===== config.mk =====
export PLATFORM = sky130hd
export DESIGN_NAME = pc_ctrl
export DESIGN_NICKNAME = d
export VERILOG_FILES = /design/src/rtl/pc_ctrl.sv
export SDC_FILE = /design/constraint.sdc
export NUM_CORES = 1
export LEC_CHECK = 0
export ABC_AREA = 1
export CAP_MARGIN = 20
export CORE_AREA = 2 2 122 124
export CTS_CLUSTER_DIAMETER = 200
export CTS_CLUSTER_SIZE = 40
export DETAILED_ROUTE_END_ITERATION = 8
export DIE_AREA = 0 0 124 126
export PLACE_DENSITY_LB_ADDON = 0.08
export RECOVER_POWER = 100
export SLEW_MARGIN = 20
export SYNTH_ARGS = -nofsm -noshare
export SYNTH_HDL_FRONTEND = slang
export SYNTH_SLANG_ARGS = --single-unit

===== constraint.sdc =====
create_clock -name CLK -period 7.55 [get_ports CLK]
set_clock_uncertainty 0.1 [all_clocks]
set_input_delay 1.1325 -clock CLK [delete_from_list [all_inputs] [get_ports CLK]]
set_output_delay 1.1325 -clock CLK [all_outputs]
set_load 0.01 [all_outputs]

===== src/rtl/pc_ctrl.sv =====
// Fetch-stage program-counter controller: IDLE/RUN/HALT sequencing, jumps, signed branches,
// call/return through a small return-address stack, stall, and sticky stack error flags.
module pc_ctrl #(
  parameter int unsigned        PC_W      = 16,
  parameter int unsigned        OFF_W     = 8,
  parameter int unsigned        DEPTH     = 4,
  parameter logic [PC_W-1:0]    HALT_ADDR = PC_W'(503),
  localparam int unsigned       SP_W      = $clog2(DEPTH + 1)
) (
  input  logic              CLK,
  input  logic              init_n,
  input  logic              start,
  input  logic [PC_W-1:0]   start_addr,
  input  logic              stall,
  input  logic [2:0]        op,
  input  logic [PC_W-1:0]   target,
  input  logic [OFF_W-1:0]  offset,
  output logic [PC_W-1:0]   PC,
  output logic              halt,
  output logic              running,
  output logic [SP_W-1:0]   sp,
  output logic              ovf,
  output logic              unf
);

  localparam int unsigned IDX_W = (DEPTH > 1) ? $clog2(DEPTH) : 1;

  localparam logic [2:0] OpJump   = 3'b001;
  localparam logic [2:0] OpBranch = 3'b010;
  localparam logic [2:0] OpCall   = 3'b011;
  localparam logic [2:0] OpRet    = 3'b100;
  localparam logic [2:0] OpHalt   = 3'b101;

  typedef enum logic [1:0] {StIdle, StRun, StHalt} state_e;

  state_e            state_q;
  logic [PC_W-1:0]   pc_q;
  logic [SP_W-1:0]   sp_q;
  logic              ovf_q;
  logic              unf_q;
  logic [PC_W-1:0]   stack_q [DEPTH];

  logic              active;
  logic              call_push;
  logic [PC_W-1:0]   pc_inc;
  logic [PC_W-1:0]   pc_branch;
  logic [SP_W-1:0]   sp_dec;
  logic [IDX_W-1:0]  push_idx;
  logic [IDX_W-1:0]  pop_idx;

  always_comb begin
    // A RUN cycle that actually executes op: not stalled and not parked on the halt address.
    active    = (state_q == StRun) && !stall && (pc_q != HALT_ADDR);
    call_push = active && (op == OpCall) && (sp_q != SP_W'(DEPTH));
    pc_inc    = pc_q + PC_W'(1);
    pc_branch = pc_q + {{(PC_W - OFF_W){offset[OFF_W-1]}}, offset};
    sp_dec    = sp_q - SP_W'(1);
    push_idx  = sp_q[IDX_W-1:0];
    pop_idx   = sp_dec[IDX_W-1:0];
  end

  always_ff @(posedge CLK or negedge init_n) begin
    if (!init_n) begin
      state_q <= StIdle;
      pc_q    <= '0;
      sp_q    <= '0;
      ovf_q   <= 1'b0;
      unf_q   <= 1'b0;
    end else begin
      case (state_q)
        StIdle: begin
          if (start) begin
            state_q <= StRun;
            pc_q    <= start_addr;
            sp_q    <= '0;
          end
        end
        StRun: begin
          if (!stall) begin
            if (pc_q == HALT_ADDR) begin
              state_q <= StHalt;
            end else begin
              case (op)
                OpHalt: state_q <= StHalt;
                OpCall: begin
                  if (sp_q == SP_W'(DEPTH)) begin
                    ovf_q   <= 1'b1;
                    state_q <= StHalt;
                  end else begin
                    sp_q <= sp_q + SP_W'(1);
                    pc_q <= target;
                  end
                end
                OpRet: begin
                  if (sp_q == '0) begin
                    unf_q   <= 1'b1;
                    state_q <= StHalt;
                  end else begin
                    sp_q <= sp_dec;
                    pc_q <= stack_q[pop_idx];
                  end
                end
                OpJump:   pc_q <= target;
                OpBranch: pc_q <= pc_branch;
                default:  pc_q <= pc_inc;
              endcase
            end
          end
        end
        StHalt: begin
          if (start) begin
            state_q <= StRun;
            pc_q    <= start_addr;
            sp_q    <= '0;
            ovf_q   <= 1'b0;
            unf_q   <= 1'b0;
          end
        end
        default: state_q <= StIdle;
      endcase
    end
  end

  // Stack contents need no reset; entries at or above sp are never read.
  always_ff @(posedge CLK) begin
    if (call_push) begin
      stack_q[push_idx] <= pc_inc;
    end
  end

  assign PC      = pc_q;
  assign halt    = (state_q == StHalt);
  assign running = (state_q == StRun);
  assign sp      = sp_q;
  assign ovf     = ovf_q;
  assign unf     = unf_q;

endmodule


=== Word level (Yosys, flattened, before mapping) ===
Memory sizes are Yosys's and may differ from the RTL's.
Cells that the tools add are included.

* Register bits: 23
* RAM bits: 64
* Input bits: 47
* Output and inout bits: 23
* Logic and storage cells: 85
* Memories: 1

* $add $sub $neg: 4
* Eq/ne operators: 26
* Muxes and demuxes: 34
* Reductions and logical operators: 15

{| class="wikitable"
|+ Memory list
! name !! depth !! bits a word !! rd ports !! clocked after Yosys merged registers in !! wr ports !! RTL line !! source
|-
| stack_q || 4 || 16 || 1 || 0 || 1 || 41 || <nowiki>logic [PC_W-1:0] stack_q [DEPTH];</nowiki>
|}

{| class="wikitable"
|+ Operators with widths
! kind !! number
|-
| $mux W16 || 5
|-
| $pmux W16 S5 || 1
|-
| $pmux W16 S2 || 1
|-
| $add A16 B1 Y16 const B || 1
|-
| $add A16 B16 Y16 || 1
|-
| $eq A16 B9 Y1 const B || 1
|-
| $ne A16 B9 Y1 const B || 1
|-
| $mux W3 || 5
|-
| $reduce_and A7 Y1 || 2
|-
| $pmux W3 S2 || 2
|-
| $reduce_and A6 Y1 || 2
|-
| $mux W1 || 11
|-
| $mux W2 || 5
|-
| $ne A2 B1 Y1 const B || 5
|-
| $eq A3 B3 Y1 const B || 3
|-
| $ne A3 B3 Y1 const B || 3
|-
| $ne A2 B2 Y1 const B || 4
|-
| $eq A3 B2 Y1 const B || 2
|-
| $pmux W2 S3 || 1
|-
| $ne A5 B1 Y1 const B || 1
|-
| $reduce_and A5 Y1 || 1
|-
| $logic_and A1 B1 Y1 || 4
|-
| $ne A4 B2 Y1 const B || 1
|-
| $ne A4 B4 Y1 const B || 1
|-
| 13 further kinds || 15
|}

=== Depth between registers and ports, before layout ===
Gate-level depths: netlist of run 1.

* Word-level depth: 7
* Gate-level depth with buffers: 15
* Depth with buffers taken out: 15

=== Worst setup path after synthesis of run 1 ===
OpenSTA, ideal clock, no wires.

* Path type: input -> register
* Start: input op[0]
* End: memory stack_q[1][0] (enable)
* Setup time: 0.389 ns
* Arrival time: 2.425 ns
* Required time: 7.061 ns
* Slack: 4.636 ns
* Stages: 6
* Buffers on the path: 0
* Cells stage by stage: inv_1 nor2_4 nand2_1 nor3_1 nand3_1 nor2_1

* Word-level cells in the longest chain between the ends: 5

{| class="wikitable"
|+ Ends and longest elaborated chain
! what !! RTL line !! source
|-
| start: declaration || 15 || <nowiki>input logic [2:0] op,</nowiki>
|-
| $eq A3 B2 Y1 || 54 || <nowiki>call_push = active && (op == OpCall) && (sp_q != SP_W'(DEPTH));</nowiki>
|-
| $logic_and A1 B1 Y1 (2 in a row) || 54 ||
|-
| $mux W1 || 126 || <nowiki>if (call_push) begin</nowiki>
|-
| $mux W1 (not written as such) || 127 || <nowiki>stack_q[push_idx] <= pc_inc;</nowiki>
|-
| end: declaration || 41 ||
|}

Every way passes these cells.

=== Worst setup path in the final report of run 1 ===
* Start: input op[0]
* End: memory stack_q[2][9] (enable)

Same word-level chain as after synthesis.

==> run_results.csv, run 1 <==
group,metric,value,unit
place,place.gp.congestion,0.894,
hold_path,hold_path_class,"flop to flop",
finish,register_area,2500,sq um
finish,antennaDiodeCount,0,
worst_setup_path,critPathTopFamily,"simple AND/OR/NAND/NOR gates",
worst_setup_path,cp-startpoint,"op[0]",
hold_path,holdCritStartpoint,"unf",
drt,wl,17400,microns
worst_setup_path,ff2ff_path_depth,8,
floorplan,die_h,126,microns
run,cap_violations,3,
power,power_density,381,nW/um^2
clocking,ctsResizeCount,0,
clocking,ctsLongestPathBuffers,2,
place,dpl_worst_slack,3.74,ns
synthesis,synth_warnings,0,
global_routing,grt_pass1_vias,4852,
worst_setup_path,slowest_stage,"nor2_1",
worst_setup_path,critical_path_required,7.40,ns
drt,vias,5140,
hold_path,hold_depth,2,
hold_path,whs_endpoint,"unf",
power,p_int,1350,uW
drt,avgViaCountPerCell,5.16,
global_routing,antenna_found_initial,0,
global_routing,gr-total-overflow,0,
synthesis,yosysUniqueCellTypes,37,
timing,hold_violations,0,
finish,nets,877,
synthesis,synthesis.nets,814,
clocking,cts_buffers,9,
worst_setup_path,r2r-start,"sp[0]",
clocking,cts.sinks,87,
synthesis,avgSynthCellArea,7.55,sq um
place,dpl.hpwl,13100,microns
power,irDropWorstVdd,0.196,mV
worst_setup_path,r2r_end,"stack_q[2][9]",
clocking,htree_levels,3,
clocking,path_clk_slew,0.06,ns
clocking,root_buffer,"clkbuf_16",
synthesis,synthCells,745,
worst_setup_path,path_max_fanout,19,
run_status,violations,"capacitance limit, slew limit",
timing,setup_viol,0,
worst_setup_path,critPathLaunchType,"input pin",
place,port_buffers,69,
worst_setup_path,end_kind,"flop",
power,power_frac_seq,29.9,%
timing,slew_headroom,-13.6,%
power,leakagePower,0.00297,uW
synthesis,synth-seq-cells,87,
worst_setup_path,critical_path_class,"input pin to flop",
synthesis,synth_seq_area_share,44.4,%
floorplan,fp.dieW,124,microns
clocking,cts_tree,"done",
power,comb_power_share,52.8,%
drt,post_drt_wl_per_cell,17.5,microns
power,p_switching,1200,uW
floorplan,placementRows,44,
worst_setup_path,r2r_setup_slack,3.45,ns
worst_setup_path,arrival,4.33,ns
floorplan,die-area,15600,sq um
clocking,cts_hold_buf,0,
worst_setup_path,crit_path_max_incr_delay,1.10,ns
finish,drive_gt1_share,3.69,%
timing,tightestPinTransition,1.70,ns
worst_setup_path,path_cells,"dlygate4sd3_1, inv_1, nor2_1, nand2_1, nor3_1, nand3_1, nor2_1",
floorplan,ios,70,
drt,firstDrtPassIters,5,
power,p_sw_share,47.0,%
timing,rsz0062_at_grt,"false",
timing,slew_violations,94,
power,clkPwrFrac,17.3,%
global_routing,grt_usage,23.1,%
worst_setup_path,crit_top_cell,"nor2_1",
global_routing,grt_max_degree,39,
global_routing,grt_pass1_wl,26800,microns
drt,first_iter_violations,353,
clocking,clkLatencyLatePin,0.35,ns
worst_setup_path,path_buf_inv,2,
finish,multi_input_area,2660,sq um
floorplan,core-area,14300,sq um
timing,setup_ws,3.07,ns
timing,min_period,4.48,ns
clocking,postCtsSetupRepairBufs,0,
run_status,status,"finished with violations",
timing,fin_tns_setup,0,ns
timing,max_freq,223,MHz
drt,ant_nets,0,
timing,post-route-period-util,59.3,%
finish,area_growth,19.3,%
finish,fill_cells,1492,
synthesis,syn-cell-area,5620,sq um
floorplan,initial_core_util,39.3,%
drt,drc,0,
-- routing by layer --
layer,vias to the layer above,GRT usage (%),part of all wire (%)
li1,2571,-,-
met3,31,2.90,4.2
met5,-,0,0
met2,140,36.6,47
met1,2398,32.2,46
met4,0,8.99,2.8
-- cell type report --
type	count	share of cell area (%)
Clock buffer	11	3.47
Clock inverter	5	0.877
Inverter	83	4.65
Multi-Input combinational cell	552	39.6
Sequential cell	87	37.2
Tap cell	184	3.43
Timing Repair Buffer	75	10.7
-- power by group through the flow --
stage / Combinational [uW] / Sequential (uW) / Clock, uW
floorplan: 905 / 750 / 0
global placement: 1350 / 777 / 0
detailed placement: 1360 / 776 / 0
CTS: 1380 / 767 / 451
global route: 1520 / 776 / 466
finish: 1350 / 764 / 442
-- registers in the layout, indices dropped and copies added, names as in the netlist --
register,count
unf,1
sp,3
ovf,1
state_q,2
stack_q,64
PC,16
-- cell usage after synthesis --
master     count  share of area [%]
nand3b_1       3               0.40
nand2_2        3               0.33
buf_2         12                1.1
a22oi_1        1               0.13
a31oi_1        3               0.33
o21ai_0       32                2.8
clkbuf_2       1              0.089
nand2_4        1               0.20
o22ai_1        2               0.22
nor2_1        78                5.2
ha_1          21                4.7
o21ai_1        2               0.18
o2111ai_1      1               0.16
edfxtp_1      64                 34
buf_6          3               0.60
nand2_1      244                 16
a21o_1         1               0.13
inv_1         79                5.3
nand3_1       81                7.2
o21bai_1       1               0.13
fa_1           1               0.36
a21oi_1       29                2.6
a21oi_4        1               0.29
o211ai_1       1               0.13
a21boi_0       1               0.13
xor2_1         7                1.1
xnor2_1        3               0.47
nor2_2         7               0.78
dfrtp_1       23                 10
nor2_4         3               0.60
nor3_1         9               0.80
inv_2          4               0.27
nand4_4        1               0.38
nand4_1       13                1.4
and2_1         2               0.22
clkbuf_1       6               0.40
buf_4          1               0.13
-- through the flow --
step                hold slack (ns)  std cells  area, sq um  util, %  total power [uW]
CTS                           0.427        997         6760     47.2              2590
global route                  0.464        997         6710     46.9              2760
detailed placement            0.411        981         6460     45.2              2140
floorplan                     0.447        745         5620        -              1650
finish                        0.416        997         6710     46.9              2550
global placement              0.410        981         6460     45.1              2120
-- cells by family (layout without fill, tap and decap cells) --
logic type | after synthesis | count (layout) | synth area share (%)
AO/OA/AOI/OAI | 75 | 75 | 7.28
XOR/XNOR | 10 | 10 | 1.56
adder cells (fa/ha/maj) | 22 | 22 | 5.03
flip-flops | 87 | 87 | 44.4
buffers and inverters | 106 | 174 | 7.83
AND/OR/NAND/NOR | 445 | 445 | 33.9
-- how the worst max path moves through the flow --
| stage | to | slack [ns] | cells after the start |
|---|---|---|---|
| 6_report | stack_q[2][9] | 3.07 | 7 |
| 5_1_grt | stack_q[3][5] | 2.74 | 7 |
| 4_1_cts | stack_q[3][5] | 4.10 | 7 |
| 3_5_place_dp | stack_q[3][10] | 3.74 | 7 |
| 3_3_place_gp | stack_q[3][11] | 3.42 | 7 |
| 2_1_floorplan | stack_q[1][0] | 4.64 | 6 |
-- cell usage in the layout, fill, tap and decap left out, types with 9 or more instances in the layout --
cell type / instances
nand2_1: 244
nand4_1: 13
ha_1: 21
nor3_1: 9
edfxtp_1: 64
a21oi_1: 29
nand3_1: 81
clkbuf_16: 9
clkdlybuf4s50_1: 46
inv_1: 79
dfrtp_1: 23
o21ai_0: 34
dlygate4sd3_1: 23
nor2_1: 82
-- worst reg2reg max path, cell delays in order, from the launching register on --
cell and delay [ns]:
dfrtp_1 0.32, clkbuf_1 1.22, inv_1 0.18, ha_1 0.30, nand2_1 0.06, inv_1 0.06
nor3_1 0.17, nand3_1 0.19, nor2_1 1.10
No activity file was read; power rests on OpenSTA's default activity.
==> run 2, diff against run 1 <==
==> constraint.sdc (replaced) <==
create_clock -name CLK -period 3.67 [get_ports CLK]
set_clock_uncertainty 0.1 [all_clocks]
set_input_delay 0.5505 -clock CLK [delete_from_list [all_inputs] [get_ports CLK]]
set_output_delay 0.5505 -clock CLK [all_outputs]
set_load 0.01 [all_outputs]
==> run_results.csv, run 2 (same netlist as run 1, synthesis figures left out) <==
group,metric,value,unit
clocking,ctsResizeCount,0,
worst_setup_path,critical_path_required,3.02,ns
worst_setup_path,crit_path_max_incr_delay,0.70,ns
drt,avgViaCountPerCell,5.17,
drt,wl,17900,microns
timing,slew_violations,0,
clocking,path_clk_slew,0.06,ns
power,p_sw_share,47.1,%
power,power_frac_seq,29.6,%
global_routing,grt_max_degree,38,
worst_setup_path,critical_path_class,"flop to output port",
power,comb_power_share,52.7,%
floorplan,die_h,126,microns
clocking,ctsLongestPathBuffers,2,
timing,hold_violations,0,
finish,area_growth,20.7,%
clocking,cts_buffers,9,
power,p_int,2820,uW
clocking,cts.sinks,87,
clocking,cts_hold_buf,0,
worst_setup_path,end_kind,"output port",
finish,drive_gt1_share,4.99,%
floorplan,placementRows,44,
drt,firstDrtPassIters,5,
global_routing,gr-total-overflow,0,
clocking,postCtsSetupRepairBufs,0,
floorplan,ios,70,
timing,min_period,3.08,ns
clocking,htree_levels,3,
global_routing,grt_pass1_wl,28000,microns
finish,final_cell_mix,"nand2_1 (244), inv_1 (81), nor2_1 (81), nand3_1 (81), edfxtp_1 (64)",
timing,slew_headroom,4.42,%
power,power_density,785,nW/um^2
global_routing,grt_usage,23.8,%
drt,ant_nets,0,
global_routing,grt_pass1_vias,5144,
drt,post_drt_wl_per_cell,17.8,microns
drt,first_iter_violations,475,
worst_setup_path,path_max_fanout,20,
floorplan,initial_core_util,39.3,%
power,clkPwrFrac,17.7,%
place,place.gp.congestion,0.929,
run_status,status,"completed",
worst_setup_path,arrival,2.43,ns
place,port_buffers,69,
power,leakagePower,0.00304,uW
finish,top_register,"stack_q",
floorplan,die-area,15600,sq um
floorplan,fp.dieW,124,microns
timing,setup_ws,0.585,ns
drt,vias,5197,
run,cap_violations,0,
timing,fin_tns_setup,0,ns
global_routing,antenna_found_initial,0,
power,irDropWorstVdd,0.404,mV
clocking,root_buffer,"clkbuf_16",
timing,post-route-period-util,84.1,%
finish,largest_reg_flops,64,
hold_path,hold_path_class,"flop to flop",
place,dpl.hpwl,13200,microns
worst_setup_path,path_cells,"buf_4, inv_1, nor2_1, dlygate4sd3_1",
floorplan,core-area,14300,sq um
worst_setup_path,critPathLaunchType,"flop",
timing,setup_viol,0,
worst_setup_path,slowest_stage,"dlygate4sd3_1",
finish,antennaDiodeCount,0,
timing,max_freq,324,MHz
finish,nets,885,
place,dpl_worst_slack,0.711,ns
timing,tightestPinTransition,1.43,ns
power,p_switching,2510,uW
drt,drc,0,
finish,fill_cells,1493,
clocking,clkLatencyLatePin,0.34,ns
finish,final_common_cell,"nand2_1",
clocking,cts_tree,"done",
timing,rsz0062_at_grt,"false",
run 2: cell types whose count changed in the layout (fill, tap and decap cells not counted), moves of 2 or more:
cell        before  now
buf_4            1   10
clkbuf_1         7    4
clkbuf_2         0    2
clkinvlp_4       2    0
inv_1           79   81
o21ai_0         34   32
o21ai_1          0    2
run 2: cell type report:
cell class | count | area (sq um) | share of cell area [%]
clock buffer | 12 | 246 | 3.63
tap | 184 | 230 | 3.39
inverter | 83 | 312 | 4.59
sequential | 87 | 2500 | 36.8
clock inverter | 4 | 52.6 | 0.774
timing repair buffer | 83 | 783 | 11.5
multi-input combinational | 552 | 2670 | 39.3
run 2: per-stage QoR:
step / util [%] / cell area (sq um) / cells / power (uW) / hold WS (ns)
floorplan: - / 5620 / 745 / 3400 / 0.155
global placement: 45.5 / 6520 / 989 / 4420 / 0.411
detailed placement: 45.5 / 6520 / 989 / 4440 / 0.421
CTS: 47.6 / 6820 / 1005 / 5390 / 0.439
global route: 47.4 / 6790 / 1005 / 5730 / 0.473
finish: 47.4 / 6790 / 1005 / 5330 / 0.438
run 2: path summary, 6_finish.rpt:
kind / endpoint / slack (ns) / cells after the start / from
max: running / 0.59 / 4 / state_q[0]
min: unf / 0.44 / 2 / unf
max reg2reg: PC[9] / 0.83 / 8 / state_q[0]
min reg2reg: unf / 0.44 / 2 / unf
max in group asynchronous: PC[9] / 1.65 / 2 / init_n
min in group asynchronous: sp[2] / 0.97 / 2 / init_n
run 2: per-layer routing:
metal | GRT usage, % | vias to the layer above | share of wire, %
li1 | - | 2580 | -
met1 | 32.3 | 2439 | 46
met2 | 38.4 | 149 | 47
met3 | 3.62 | 29 | 4.0
met4 | 8.72 | 0 | 2.9
met5 | 0 | - | 0
run 2: power by group through the flow:
stage,clock network [uW],registers (uW),logic [uW]
6_report,941,1580,2810
5_1_grt,990,1600,3140
4_1_cts,949,1590,2860
3_5_place_dp,0,1600,2830
3_3_place_gp,0,1610,2810
2_1_floorplan,0,1540,1860
run 2: worst max-delay path: cells and delay by family (launching register included):
kind	cells	cell delay, ns
flip-flops	1	0.35
AND/OR/NAND/NOR	1	0.56
buffers and inverters	3	1.18
